===== src/rtl/dnn_result_reader_pkg.sv =====
`default_nettype none
// ============================================================================
// Module      : dnn_pkg
// Description : Shared types and constants for the inference-engine result
//               reader: score width, class index width, score/index types and
//               the reader FSM state encoding.
// Revision    : 1.0 - initial release
// ============================================================================
package dnn_pkg;

    localparam int DATA_WIDTH = 8;   // width of one signed class score
    localparam int ADDR_WIDTH = 4;   // width of the class selector / index

    typedef logic signed [DATA_WIDTH-1:0] score_t;
    typedef logic        [ADDR_WIDTH-1:0] class_idx_t;

    typedef enum logic [2:0] {
        IDLE    = 3'd0,
        RST_ENG = 3'd1,
        START   = 3'd2,
        WAIT    = 3'd3,
        SCAN    = 3'd4
    } rdr_state_e;

endpackage
`default_nettype wire


===== src/rtl/dnn_result_reader_if.sv =====
`default_nettype none
// ============================================================================
// Module      : dnn_result_reader_if
// Description : Bundles the reader's request/result signals and the engine
//               handshake/selector signals.
//   master : the reader (drives busy, eng_reset, eng_start, out_idx and the
//            result outputs; receives req, eng_done, eng_out)
//   slave  : the surrounding system / engine wrapper
// Revision    : 1.0 - initial release
// ============================================================================
interface dnn_result_reader_if #(
    parameter int DATA_WIDTH = dnn_pkg::DATA_WIDTH,
    parameter int IDX_WIDTH  = dnn_pkg::ADDR_WIDTH
);
    logic                         req;
    logic                         busy;
    logic                         eng_reset;
    logic                         eng_start;
    logic                         eng_done;
    logic        [IDX_WIDTH-1:0]  out_idx;
    logic signed [DATA_WIDTH-1:0] eng_out;
    logic        [IDX_WIDTH-1:0]  class_idx;
    logic signed [DATA_WIDTH-1:0] class_score;
    logic                         result_valid;
    logic                         timeout;

    modport master (
        input  req, eng_done, eng_out,
        output busy, eng_reset, eng_start, out_idx,
               class_idx, class_score, result_valid, timeout
    );

    modport slave (
        output req, eng_done, eng_out,
        input  busy, eng_reset, eng_start, out_idx,
               class_idx, class_score, result_valid, timeout
    );
endinterface
`default_nettype wire


===== src/rtl/dnn_result_reader_argmax_acc.sv =====
`default_nettype none
// ============================================================================
// Module      : argmax_acc
// Description : Running signed maximum with index. When en is high the
//               candidate (idx,val) is folded in: clear loads it
//               unconditionally, otherwise it replaces the held maximum only
//               if strictly greater, so ties keep the earliest index.
//   Ports: clk, rst; clear, en, idx, val in; max_idx, max_val out.
//   max_idx/max_val already include the current candidate, so the caller can
//   capture the final result in the same cycle as the last element.
// Revision    : 1.0 - initial release
// ============================================================================
module argmax_acc #(
    parameter int DATA_WIDTH = 8,
    parameter int IDX_WIDTH  = 4
) (
    input  wire logic                         clk,
    input  wire logic                         rst,
    input  wire logic                         clear,
    input  wire logic                         en,
    input  wire logic        [IDX_WIDTH-1:0]  idx,
    input  wire logic signed [DATA_WIDTH-1:0] val,
    output logic             [IDX_WIDTH-1:0]  max_idx,
    output logic signed      [DATA_WIDTH-1:0] max_val
);
    logic signed [DATA_WIDTH-1:0] max_val_q, max_val_d;
    logic        [IDX_WIDTH-1:0]  max_idx_q, max_idx_d;

    always_comb begin
        max_val_d = max_val_q;
        max_idx_d = max_idx_q;
        if (en && (clear || (val > max_val_q))) begin
            max_val_d = val;
            max_idx_d = idx;
        end
    end

    always_ff @(posedge clk) begin
        if (rst) begin
            max_val_q <= '0;
            max_idx_q <= '0;
        end else begin
            max_val_q <= max_val_d;
            max_idx_q <= max_idx_d;
        end
    end

    assign max_idx = max_idx_d;
    assign max_val = max_val_d;
endmodule
`default_nettype wire


===== src/rtl/dnn_result_reader.sv =====
`default_nettype none
// ============================================================================
// Module      : dnn_result_reader
// Description : Sequences the inference engine (reset pulse, start pulse,
//               wait for done with timeout), then sweeps out_idx over all
//               class scores and publishes the signed argmax.
//   Ports: clk, rst (synchronous, active high); bus (master modport) carrying
//   req/busy, eng_reset/eng_start/eng_done, out_idx/eng_out and the
//   class_idx/class_score/result_valid/timeout results.
// Revision    : 1.0 - initial release
// ============================================================================
module dnn_result_reader #(
    parameter int DATA_WIDTH     = dnn_pkg::DATA_WIDTH,
    parameter int NUM_CLASSES    = 10,
    parameter int IDX_WIDTH      = dnn_pkg::ADDR_WIDTH,
    parameter int TIMEOUT_CYCLES = 1048575
) (
    input wire logic             clk,
    input wire logic             rst,
    dnn_result_reader_if.master  bus
);
    import dnn_pkg::*;

    localparam int TO_WIDTH = $clog2(TIMEOUT_CYCLES + 1);
    localparam logic [TO_WIDTH-1:0]  TO_LAST  = TO_WIDTH'(TIMEOUT_CYCLES - 1);
    localparam logic [IDX_WIDTH-1:0] IDX_LAST = IDX_WIDTH'(NUM_CLASSES - 1);

    rdr_state_e                   state_q, state_d;
    logic        [TO_WIDTH-1:0]   to_cnt_q, to_cnt_d;
    logic        [IDX_WIDTH-1:0]  scan_cnt_q, scan_cnt_d;
    logic                         result_valid_q, result_valid_d;
    logic                         timeout_q, timeout_d;
    logic        [IDX_WIDTH-1:0]  class_idx_q, class_idx_d;
    logic signed [DATA_WIDTH-1:0] class_score_q, class_score_d;

    logic                         w_busy, w_eng_reset, w_eng_start, w_acc_en;
    logic        [IDX_WIDTH-1:0]  w_out_idx, w_max_idx;
    logic signed [DATA_WIDTH-1:0] w_max_val;

    argmax_acc #(
        .DATA_WIDTH (DATA_WIDTH),
        .IDX_WIDTH  (IDX_WIDTH)
    ) u_argmax (
        .clk     (clk),
        .rst     (rst),
        .clear   (scan_cnt_q == '0),
        .en      (w_acc_en),
        .idx     (scan_cnt_q),
        .val     (bus.eng_out),
        .max_idx (w_max_idx),
        .max_val (w_max_val)
    );

    always_comb begin
        state_d        = state_q;
        to_cnt_d       = to_cnt_q;
        scan_cnt_d     = scan_cnt_q;
        result_valid_d = result_valid_q;
        timeout_d      = timeout_q;
        class_idx_d    = class_idx_q;
        class_score_d  = class_score_q;
        w_busy         = 1'b1;
        w_eng_reset    = 1'b0;
        w_eng_start    = 1'b0;
        w_acc_en       = 1'b0;
        w_out_idx      = '0;
        case (state_q)
            IDLE: begin
                w_busy = 1'b0;
                if (bus.req) begin
                    result_valid_d = 1'b0;
                    timeout_d      = 1'b0;
                    state_d        = RST_ENG;
                end
            end
            RST_ENG: begin
                // Clearing the engine first guarantees a stale done is gone
                // before the start pulse.
                w_eng_reset = 1'b1;
                state_d     = START;
            end
            START: begin
                w_eng_start = 1'b1;
                to_cnt_d    = '0;
                state_d     = WAIT;
            end
            WAIT: begin
                // done takes precedence even on the final permitted cycle.
                if (bus.eng_done) begin
                    scan_cnt_d = '0;
                    state_d    = SCAN;
                end else if (to_cnt_q == TO_LAST) begin
                    timeout_d = 1'b1;
                    state_d   = IDLE;
                end else begin
                    to_cnt_d = to_cnt_q + TO_WIDTH'(1);
                end
            end
            SCAN: begin
                w_out_idx = scan_cnt_q;
                w_acc_en  = 1'b1;
                if (scan_cnt_q == IDX_LAST) begin
                    class_idx_d    = w_max_idx;
                    class_score_d  = w_max_val;
                    result_valid_d = 1'b1;
                    state_d        = IDLE;
                end else begin
                    scan_cnt_d = scan_cnt_q + IDX_WIDTH'(1);
                end
            end
            default: begin
                state_d = IDLE;
            end
        endcase
    end

    always_ff @(posedge clk) begin
        if (rst) begin
            state_q        <= IDLE;
            to_cnt_q       <= '0;
            scan_cnt_q     <= '0;
            result_valid_q <= 1'b0;
            timeout_q      <= 1'b0;
            class_idx_q    <= '0;
            class_score_q  <= '0;
        end else begin
            state_q        <= state_d;
            to_cnt_q       <= to_cnt_d;
            scan_cnt_q     <= scan_cnt_d;
            result_valid_q <= result_valid_d;
            timeout_q      <= timeout_d;
            class_idx_q    <= class_idx_d;
            class_score_q  <= class_score_d;
        end
    end

    assign bus.busy         = w_busy;
    assign bus.eng_reset    = w_eng_reset;
    assign bus.eng_start    = w_eng_start;
    assign bus.out_idx      = w_out_idx;
    assign bus.class_idx    = class_idx_q;
    assign bus.class_score  = class_score_q;
    assign bus.result_valid = result_valid_q;
    assign bus.timeout      = timeout_q;
endmodule
`default_nettype wire


===== src/flat_wrapper.sv =====
// flat-port wrapper written by rule: the top's interface ports become plain ports
module dnn_result_reader_flat import dnn_pkg::*;
#(
    parameter int DATA_WIDTH     = dnn_pkg::DATA_WIDTH,
    parameter int NUM_CLASSES    = 10,
    parameter int IDX_WIDTH      = dnn_pkg::ADDR_WIDTH,
    parameter int TIMEOUT_CYCLES = 1048575
)
  (clk, rst, bus_req, bus_eng_done, bus_eng_out, bus_busy, bus_eng_reset, bus_eng_start, bus_out_idx, bus_class_idx, bus_class_score, bus_result_valid, bus_timeout);
  dnn_result_reader_if #(.DATA_WIDTH(DATA_WIDTH), .IDX_WIDTH(IDX_WIDTH)) bus_i ();
  input wire logic clk;
  input wire logic rst;
  input wire logic [$bits(bus_i.req)-1:0] bus_req;
  input wire logic [$bits(bus_i.eng_done)-1:0] bus_eng_done;
  input wire logic [$bits(bus_i.eng_out)-1:0] bus_eng_out;
  output wire logic [$bits(bus_i.busy)-1:0] bus_busy;
  output wire logic [$bits(bus_i.eng_reset)-1:0] bus_eng_reset;
  output wire logic [$bits(bus_i.eng_start)-1:0] bus_eng_start;
  output wire logic [$bits(bus_i.out_idx)-1:0] bus_out_idx;
  output wire logic [$bits(bus_i.class_idx)-1:0] bus_class_idx;
  output wire logic [$bits(bus_i.class_score)-1:0] bus_class_score;
  output wire logic [$bits(bus_i.result_valid)-1:0] bus_result_valid;
  output wire logic [$bits(bus_i.timeout)-1:0] bus_timeout;
  assign bus_i.req = bus_req;
  assign bus_i.eng_done = bus_eng_done;
  assign bus_i.eng_out = bus_eng_out;
  assign bus_busy = bus_i.busy;
  assign bus_eng_reset = bus_i.eng_reset;
  assign bus_eng_start = bus_i.eng_start;
  assign bus_out_idx = bus_i.out_idx;
  assign bus_class_idx = bus_i.class_idx;
  assign bus_class_score = bus_i.class_score;
  assign bus_result_valid = bus_i.result_valid;
  assign bus_timeout = bus_i.timeout;
  dnn_result_reader #(.DATA_WIDTH(DATA_WIDTH), .NUM_CLASSES(NUM_CLASSES), .IDX_WIDTH(IDX_WIDTH), .TIMEOUT_CYCLES(TIMEOUT_CYCLES)) u_core (.clk(clk), .rst(rst), .bus(bus_i));
endmodule

===== config.mk =====
export PLATFORM = sky130hd
export DESIGN_NAME = dnn_result_reader_flat
export DESIGN_NICKNAME = d
export VERILOG_FILES = /design/src/rtl/dnn_result_reader_pkg.sv /design/src/rtl/dnn_result_reader_if.sv /design/src/rtl/dnn_result_reader_argmax_acc.sv /design/src/rtl/dnn_result_reader.sv /design/src/flat_wrapper.sv
export SDC_FILE = /design/constraint.sdc
export NUM_CORES = 1
export LEC_CHECK = 0
export BUFFER_PORTS_ARGS = -buffer_cell sky130_fd_sc_hd__buf_4
export CAP_MARGIN = 20
export CORE_ASPECT_RATIO = 0.5
export CORE_MARGIN = 2
export CORE_UTILIZATION = 40
export CTS_CLUSTER_DIAMETER = 50
export DETAILED_ROUTE_END_ITERATION = 8
export SLEW_MARGIN = 20
export SYNTH_ARGS = -nofsm -noshare
export SYNTH_HDL_FRONTEND = slang
export SYNTH_HIERARCHICAL = 1
export SYNTH_SLANG_ARGS = --single-unit

===== constraint.sdc =====
create_clock -name clk -period 2.95 [get_ports clk]
set_clock_uncertainty 0.2 [all_clocks]
set_input_delay 0.295 -clock clk [delete_from_list [all_inputs] [get_ports clk]]
set_output_delay 0.295 -clock clk [all_outputs]
set_load 0.1 [all_outputs]

Yosys cells after proc, flatten, opt, wreduce, memory -nomap -nowiden
Index checks and enable logic that the tools add are counted.
- bits of input ports: 12
- register bits: 53
- output and inout port bits: 21
- add/subtract/negate cells: 2
- equal/unequal tests: 14
- muxes and demuxes: 24
- $lt $le $gt $ge: 1
- reduce and logical (&&, ||, !) cells: 14
- operators with widths (cell ; number):
    20-bit 2-to-1 mux ; 2
    20-bit one-hot mux with 2 select lines ; 1
    20-bit by 1-bit adder with 20-bit output, second input constant ; 1
    20-bit == test, second input constant ; 1
    4-bit 2-to-1 mux ; 4
    3-bit one-hot mux with 5 select lines ; 1
    3-bit 2-to-1 mux ; 4
    3-bit AND reduction ; 4
    2-bit inequality test, second input constant ; 5
    8-bit greater-than comparator ; 1
    1-bit 2-to-1 mux ; 8
    8-bit 2-to-1 mux ; 1
    4-bit one-hot mux with 2 select lines ; 1
    2-bit nonzero test ; 4
    3-bit by 2-bit == test with 1-bit output, second input constant ; 2
    4-bit by 1-bit adder with 4-bit output, second input constant ; 1
    4-bit == test, second input constant ; 1
    4-bit logical NOT ; 1
    2-bit by 1-bit inequality test with 1-bit output, second input constant ; 2
    1-bit one-hot mux with 2 select lines ; 2
    4-bit AND reduction ; 1
    3-bit by 1-bit == test with 1-bit output, second input constant ; 1
    3-bit == test, second input constant ; 1
    3-bit logical NOT ; 1
    4 further kinds ; 4

Longest topological paths before layout
Gate-level depths: netlist (run 1).
- depth after elaboration: 4
- gate-level depth with buffers: 11
- gate-level depth less buffers: 10

By module
The synthesis (run 1) kept the hierarchy.
- by module, submodules not included (module ; area each (um^2) ; times used ; cells an instance ; sequential area each (um^2)):
    dnn_result_reader ; 2143.3 ; 1 ; 262 ; 820.8
    argmax_acc ; 1129.8 ; 1 ; 143 ; 240.2

Worst setup path before layout (run 1)
OpenSTA, ideal clock, no wires.
- path kind: register -> register
- start: register u_core.state_q[0]
- end: register u_core.state_q[1]
- path buffers: 1
- cell stages (with the launch flop): 6
- path slack: -0.223 ns
- required time: 2.677 ns
- data arrival time: 2.900 ns
- setup time: 0.073 ns
- cell sequence: dfxtp_1 buf_2 inv_1 nor3_1 nor2_1 nor2_1
- longest elaborated chain between the ends: 3
- elaborated cells on any way between the ends: 10
- classes of those cells: eq/ne (7); mux (1); reduce/logical (2)
- RTL lines (item ; RTL line ; text):
    from (decl) ; dnn_result_reader.sv:28 ; rdr_state_e state_q, state_d;
    from (signal assigned) ; dnn_result_reader.sv:127 ; state_q <= state_d;
    3-bit by 2-bit == test with 1-bit output (tied with other cells) ; dnn_result_reader.sv:67 ; case (state_q)
    3-bit by 2-bit inequality test with 1-bit output (no line) (tied with other cells) ; - ;
    3-bit AND reduction (no line) ; - ;
Parallel ways exist; a longest one is shown, timed or not.
A chain may end at the register's enable or synchronous reset.

Final worst setup path (run 1)
- start: register u_core.scan_cnt_q[1]
- end: register u_core.class_score_q[6], in the netlist u_core/bus.class_score[6]
- longest elaborated chain between the ends: 4
- elaborated cells on any way between the ends: 6
- classes of those cells: eq/ne (1); mux (1); reduce/logical (4)
- RTL lines (item ; RTL line ; text):
    from (decl) ; dnn_result_reader.sv:30 ; logic [IDX_WIDTH-1:0] scan_cnt_q, scan_cnt_d;
    from (signal assigned) ; dnn_result_reader.sv:129 ; scan_cnt_q <= scan_cnt_d;
    4-bit logical NOT ; dnn_result_reader.sv:46 ; .clear (scan_cnt_q == '0),
    1-bit logical OR ; dnn_result_reader_argmax_acc.sv:32 ; if (en && (clear || (val > max_val_q))) begin
    1-bit logical AND ; dnn_result_reader_argmax_acc.sv:32 ;
    8-bit 2-to-1 mux ; dnn_result_reader_argmax_acc.sv:32 ;
    named net u_core.w_max_val[6] ; dnn_result_reader.sv:38 ; logic signed [DATA_WIDTH-1:0] w_max_val;
    to (signal assigned) ; dnn_result_reader.sv:133 ; class_score_q <= class_score_d;
    to (decl) ; dnn_result_reader.sv:34 ; logic signed [DATA_WIDTH-1:0] class_score_q, class_score_d;
The timed path passes the listed nets, and every way through them passes these cells.

==> flow_metrics.env, run 1 <==
export IMPL_hold_path_class="in -> reg"
export IMPL_htreeDepth=2
export IMPL_post_route_period_util_pct=90.8
export IMPL_drive_gt1_share_pct=19.8
export IMPL_required_ns=2.91
export IMPL_cp_start_kind="register"
export IMPL_grt_busiest_layer="met2"
export IMPL_dp_hpwl_um=5520
export IMPL_max_freq_ghz=0.373
export IMPL_ys_flop_type="dfxtp_1"
export IMPL_pwr_share_comb_pct=12.3
export IMPL_period_needed_ns=2.68
export IMPL_grt_pass1_wl_um=13000
export IMPL_setup_violations=0
export IMPL_synth_area_um2=3270
export IMPL_rsz0062_at_grt="false"
export IMPL_grt_total_usage_pct=18.3
export IMPL_wl_per_cell_um=14.3
export IMPL_drc=0
export IMPL_slew_viol_final=0
export IMPL_maxCapViolations=0
export IMPL_worstMarginPinSlew_ns=0.685
export IMPL_syn_nets=430
export IMPL_synthArstFlopShare_pct=0
export IMPL_clkLatencyLatePin_ns=0.30
export IMPL_grtUsageMet1_pct=22.2
export IMPL_place_gp_congestion=0.835
export IMPL_vias_per_cell=5.47
export IMPL_grt_overflow_total=0
export IMPL_core_um2=7970
export IMPL_areaGrowthSynthToFinish_pct=15.2
export IMPL_synth_edf_count=0
export IMPL_synth_warnings=6
export IMPL_start_util_pct=41.1
export IMPL_crit_fanout=21
export IMPL_cts_setup_buffers=0
export IMPL_met3_usage_pct=4.00
export IMPL_fillers=796
export IMPL_die_w_um=132
export IMPL_max_slew_margin_pct=54.2
export IMPL_cts_sinks=53
export IMPL_grt_pass1_vias=2730
export IMPL_p_clk_share_pct=39.4
export IMPL_ys_seq_area_share_pct=32.4
export IMPL_drt_wl_total_um=7820
export IMPL_peakVddDrop_mv=0.223
export IMPL_hold_slack_ns=0.0494
export IMPL_grt_max_degree=49
export IMPL_register_area_um2=1060
export IMPL_ys_types=58
export IMPL_antenna_found_initial=0
export IMPL_critical_path_class="reg -> reg"
export IMPL_syn_inst=405
export IMPL_first_pass_iters=4
export IMPL_internal_power_mw=1.09
export IMPL_cts_clk_slew_worst_paths_ns=0.07
export IMPL_cts_root_buffer="clkbuf_16"
export IMPL_io_pins=33
export IMPL_final_setup_worst_slack_ns=0.270
export IMPL_multi_input_area_um2=1990
export IMPL_ant_nets=0
export IMPL_antenna_cells=0
export IMPL_fin_tns_setup_ns=0
export IMPL_die_y_um=68.0
export IMPL_io_buffers=32
export IMPL_syn_avg_cell_area_um2=8.08
export IMPL_cts_buffer_depth=2
export IMPL_cp_arrival_ns=2.64
export IMPL_outcome="finished, final reports clean"
export IMPL_p_leak_nw=1.34
export IMPL_total_power_mw=1.50
export IMPL_finalHoldViolations=0
export IMPL_grt_use_met2_pct=32.6
export IMPL_cts_tree="built"
export IMPL_synth_seq_cells=53
export IMPL_vias=2990
export IMPL_p_per_area_nw_per_um2=399
export IMPL_seq_power_share_pct=48.4
export IMPL_nets=459
export IMPL_die_area_um2=8970
export IMPL_p_sw_mw=0.414
export IMPL_dpl_worst_slack_ns=0.282
export IMPL_critPathCaptureType="register"
export IMPL_rows=23
export IMPL_cts_buffers_inserted=5
export IMPL_dr_first_iter_drc_count=199
export IMPL_sw_frac_of_total_pct=27.5
-- registers in the layout, indices dropped and copies added, names as in the netlist --
signal and count:
u_core/bus.result_valid 1, u_core/u_argmax/max_idx_q 4, u_core/scan_cnt_q 4, u_core/to_cnt_q 20, u_core/bus.class_idx 4, u_core/u_argmax/max_val_q 8, u_core/bus.timeout 1, u_core/state_q 3
u_core/bus.class_score 8
-- cells in the mapped netlist, types with 2 or more instances --
master	count	area, um2
xor2_1	2	17.5
or3_1	8	50.1
o211ai_2	2	25.0
and2_1	5	31.3
clkbuf_1	7	26.3
a41oi_1	4	35.0
nand2b_1	6	37.5
o31a_1	6	52.6
buf_6	4	45.0
mux2_2	2	22.5
a21o_1	6	45.0
o311ai_0	2	17.5
nor4_1	2	12.5
a311oi_2	4	60.1
nand2_1	48	180
a211oi_1	4	30.0
a211oi_2	4	50.1
inv_1	21	78.8
nand4_1	10	62.6
o211ai_1	4	30.0
nor2_1	25	93.8
a22o_1	2	17.5
nand4_2	2	25.0
ha_1	13	163
buf_4	4	30.0
nor3_1	10	50.1
a21oi_2	3	26.3
o21ai_1	5	25.0
buf_1	4	15.0
mux2i_1	2	20.0
a31oi_1	5	31.3
buf_2	6	30.0
nand3_1	21	105
and3_1	8	50.1
dfxtp_1	53	1060
o21ai_0	24	120
nor3b_1	6	45.0
nand3b_1	6	45.0
a21oi_1	36	180
-- worst max-delay path: stages (launching register included) --
cell,delay (ns)
dfxtp_1,0.36
inv_1,0.14
ha_1,0.16
nor3b_1,0.46
and2_1,0.34
nor2_4,0.14
mux2i_1,0.26
mux2_2,0.38
nand2_1,0.06
a21oi_1,0.05
-- per-stage QoR --
stage               std cells  cell area (um2)  util (%)
floorplan                 405             3280         -
global placement          538             3620      45.4
detailed placement        538             3620      45.4
CTS                       547             3770      47.3
global route              547             3770      47.3
finish                    547             3770      47.3
-- path summary, 6_finish.rpt --
check,start,to,slack (ns),depth (start not counted)
max,u_core/scan_cnt_q[1],u_core/bus.class_score[6],0.27,9
max reg2reg,u_core/scan_cnt_q[1],u_core/bus.class_score[6],0.27,9
min reg2reg,u_core/bus.result_valid,u_core/bus.result_valid,0.27,2
min,bus_eng_done,u_core/scan_cnt_q[2],0.05,2
-- area by class of cell --
class / count / area share [%]
multi-input combinational: 306 / 52.9
sequential: 53 / 28.1
clock inverter: 3 / 0.464
tap: 112 / 3.72
timing repair buffer: 47 / 9.42
clock buffer: 5 / 3.32
inverter: 21 / 2.09
-- power groups by stage --
stage	logic (mW)	registers, mW	clock network, mW
4_1_cts	0.185	0.727	0.610
2_1_floorplan	0.140	0.740	0
3_5_place_dp	0.183	0.744	0
3_3_place_gp	0.183	0.744	0
6_report	0.184	0.727	0.592
5_1_grt	0.200	0.729	0.645
-- logic make-up (layout without fill, tap and decap cells) --
| family | after synthesis | after routing | share of synthesized area (%) |
|---|---|---|---|
| simple gates | 167 | 167 | 27.8 |
| compound gates | 120 | 120 | 26.1 |
| flops | 53 | 53 | 32.4 |
| buf+inv | 46 | 76 | 6.88 |
| fa+ha+maj | 13 | 13 | 4.97 |
| mux | 4 | 4 | 1.30 |
| xor+xnor | 2 | 2 | 0.535 |
-- metal layers --
layer	routed length, um	vias to the layer above
met5	0	-
met4	57	0
met3	281	4
met2	3610	44
met1	3870	1403
li1	-	1539
-- cell usage in the layout, fill, tap and decap left out, types with 3 or more instances in the layout --
| cell type | instances |
|---|---|
| a211oi_1 | 4 |
| a211oi_2 | 4 |
| a21o_1 | 6 |
| a21oi_1 | 36 |
| a21oi_2 | 3 |
| a311oi_2 | 4 |
| a31oi_1 | 5 |
| a41oi_1 | 4 |
| and2_1 | 5 |
| and3_1 | 8 |
| buf_4 | 46 |
| clkbuf_16 | 5 |
| dfxtp_1 | 53 |
| ha_1 | 13 |
| inv_1 | 21 |
| nand2_1 | 48 |
| nand2b_1 | 6 |
| nand3_1 | 21 |
| nand3b_1 | 6 |
| nand4_1 | 10 |
| nor2_1 | 25 |
| nor3_1 | 9 |
| nor3b_1 | 6 |
| o211ai_1 | 4 |
| o21ai_0 | 24 |
| o21ai_1 | 5 |
| o31a_1 | 6 |
| or3_1 | 8 |
-- repair_timing --
item | in CTS | in global routing
hold buffers | 1 | 0
gates resized for setup | 0 | 1
setup endpoints to repair | 0 | 1
endpoints found under the hold margin | 1 | 0
(Power assumes the default switching activity.)
==> run 2, diff against run 1 <==
Clock period 2.95 ns to 3.2 ns, I/O delays scaled along.
==> run 2 against run 1 <==
Critical path depth is 1 higher. Clock power rose by 3%. Final area is 0.96% lower. Cell count fell by 1.3%. Power fell by 3.8%. Combinational power is 10% lower. Sequential power shrank 7.7%. Global-route usage hardly changed. First-iteration DRC count up 14%.
==> flow_metrics.env, run 2 (synthesis results as in run 1) <==
export IMPL_dr_first_iter_drc_count=227
export IMPL_final_setup_worst_slack_ns=0.517
export IMPL_maxCapViolations=0
export IMPL_cts_root_buffer="clkbuf_16"
export IMPL_peakVddDrop_mv=0.216
export IMPL_core_um2=7970
export IMPL_die_area_um2=8970
export IMPL_p_per_area_nw_per_um2=387
export IMPL_nets=453
export IMPL_io_pins=33
export IMPL_placed_cells_incl_taps=533
export IMPL_max_freq_ghz=0.373
export IMPL_mostFrequentLayoutCell="dfxtp_1"
export IMPL_cts_tree="built"
export IMPL_io_buffers=32
export IMPL_worstMarginPinSlew_ns=0.873
export IMPL_cts_clk_slew_worst_paths_ns=0.07
export IMPL_drive_gt1_share_pct=18.2
export IMPL_final_util_pct=46.9
export IMPL_cts_buffer_depth=2
export IMPL_critPathCaptureType="register"
export IMPL_cts_setup_buffers=0
export IMPL_cp_start_kind="register"
export IMPL_design_area_um2=3730
export IMPL_clkLatencyLatePin_ns=0.29
export IMPL_first_pass_iters=4
export IMPL_outcome="finished, final reports clean"
export IMPL_place_gp_congestion=0.806
export IMPL_setup_violations=0
export IMPL_largest_reg_flops=20
export IMPL_cts_hold_buf=0
export IMPL_most_common_layout_cells="dfxtp_1 (53), nand2_1 (48), buf_4 (41), a21oi_1 (36), nor2_1 (25)"
export IMPL_dp_hpwl_um=5520
export IMPL_p_leak_nw=1.32
export IMPL_cts_buffers_inserted=5
export IMPL_wl_per_cell_um=14.7
export IMPL_finalHoldViolations=0
export IMPL_cts_resized=0
export IMPL_die_y_um=68.0
export IMPL_rows=23
export IMPL_rsz0062_at_grt="false"
export IMPL_cp_arrival_ns=2.65
export IMPL_areaGrowthSynthToFinish_pct=14.1
export IMPL_die_w_um=132
export IMPL_grt_total_usage_pct=18.3
export IMPL_antenna_cells=0
export IMPL_drt_wl_total_um=7930
export IMPL_regMostFlops="u_core/to_cnt_q"
export IMPL_hold_start="bus_req"
export IMPL_cts_sinks=53
export IMPL_grt_pass1_wl_um=13100
export IMPL_vias=3022
export IMPL_grt_max_degree=49
export IMPL_htreeDepth=2
export IMPL_finalNonFillerCells=540
export IMPL_holdPathStages=2
export IMPL_hold_end="u_core/bus.timeout"
export IMPL_slew_viol_final=0
export IMPL_total_power_mw=1.45
export IMPL_hold_slack_ns=0.0340
export IMPL_grt_pass1_vias=2763
export IMPL_crit_fanout=15
export IMPL_reg2reg_depth=10
export IMPL_start_util_pct=41.1
export IMPL_fin_tns_setup_ns=0
export IMPL_vias_per_cell=5.60
export IMPL_ant_nets=0
export IMPL_r2r_start="u_core/u_argmax/max_val_q[5]"
export IMPL_grt_overflow_total=0
export IMPL_reg2reg_slack_ns=0.52
export IMPL_required_ns=3.16
export IMPL_period_needed_ns=2.68
export IMPL_post_route_period_util_pct=83.9
export IMPL_max_slew_margin_pct=41.6
export IMPL_critical_path_class="reg -> reg"
export IMPL_dpl_worst_slack_ns=0.448
export IMPL_dpl_cell_area_um2=3570
export IMPL_antenna_found_initial=0
export IMPL_r2r_end="u_core/bus.class_score[2]"
export IMPL_hold_path_class="in -> reg"
export IMPL_drc=0
## run 2: critical path: stages (launching register included)
cell and delay (ns):
dfxtp_1 0.36, inv_1 0.05, ha_1 0.33, a21oi_2 0.16
o21ai_2 0.09, a221o_1 0.44, buf_4 0.23, and3_1 0.19
or3_1 0.40, nand2_1 0.07, a21oi_1 0.05
## run 2: final cells by class
class                           count  area [um2]
Sequential cell                    53        1060
Clock inverter                      2        35.0
Inverter                           21        78.8
Clock buffer                        5         125
Multi-Input combinational cell    306        1990
Timing Repair Buffer               41         308
Tap cell                          112         140
Fill cell                         799        4240
## run 2: where the power goes
| group | switching, mW | internal [mW] | total [mW] | leakage (nW) |
|---|---|---|---|---|
| clock network | 0.247 | 0.364 | 0.611 | 0.0797 |
| registers | 0.00736 | 0.664 | 0.671 | 0.427 |
| logic | 0.116 | 0.0493 | 0.165 | 0.814 |
## run 2: worst max path at each step
stage	start	end	slack [ns]	cells past startpoint
floorplan	u_core/state_q[0]	u_core/state_q[1]	0.03	5
global placement	bus_eng_out[5]	u_core/bus.class_score[2]	0.48	10
detailed placement	bus_eng_out[5]	u_core/bus.class_score[2]	0.45	10
CTS	u_core/u_argmax/max_val_q[5]	u_core/bus.class_score[2]	0.51	10
global route	u_core/scan_cnt_q[1]	u_core/bus.class_score[1]	0.26	10
finish	u_core/u_argmax/max_val_q[5]	u_core/bus.class_score[2]	0.52	10
## run 2: per-layer routing
| layer | vias up | wire length (um) | track usage [%] |
|---|---|---|---|
| met4 | 0 | 57 | 4.21 |
| met1 | 1447 | 3890 | 22.5 |
| met2 | 44 | 3720 | 33.6 |
| met5 | - | 0 | 0 |
| met3 | 7 | 261 | 4.00 |
| li1 | 1524 | - | - |
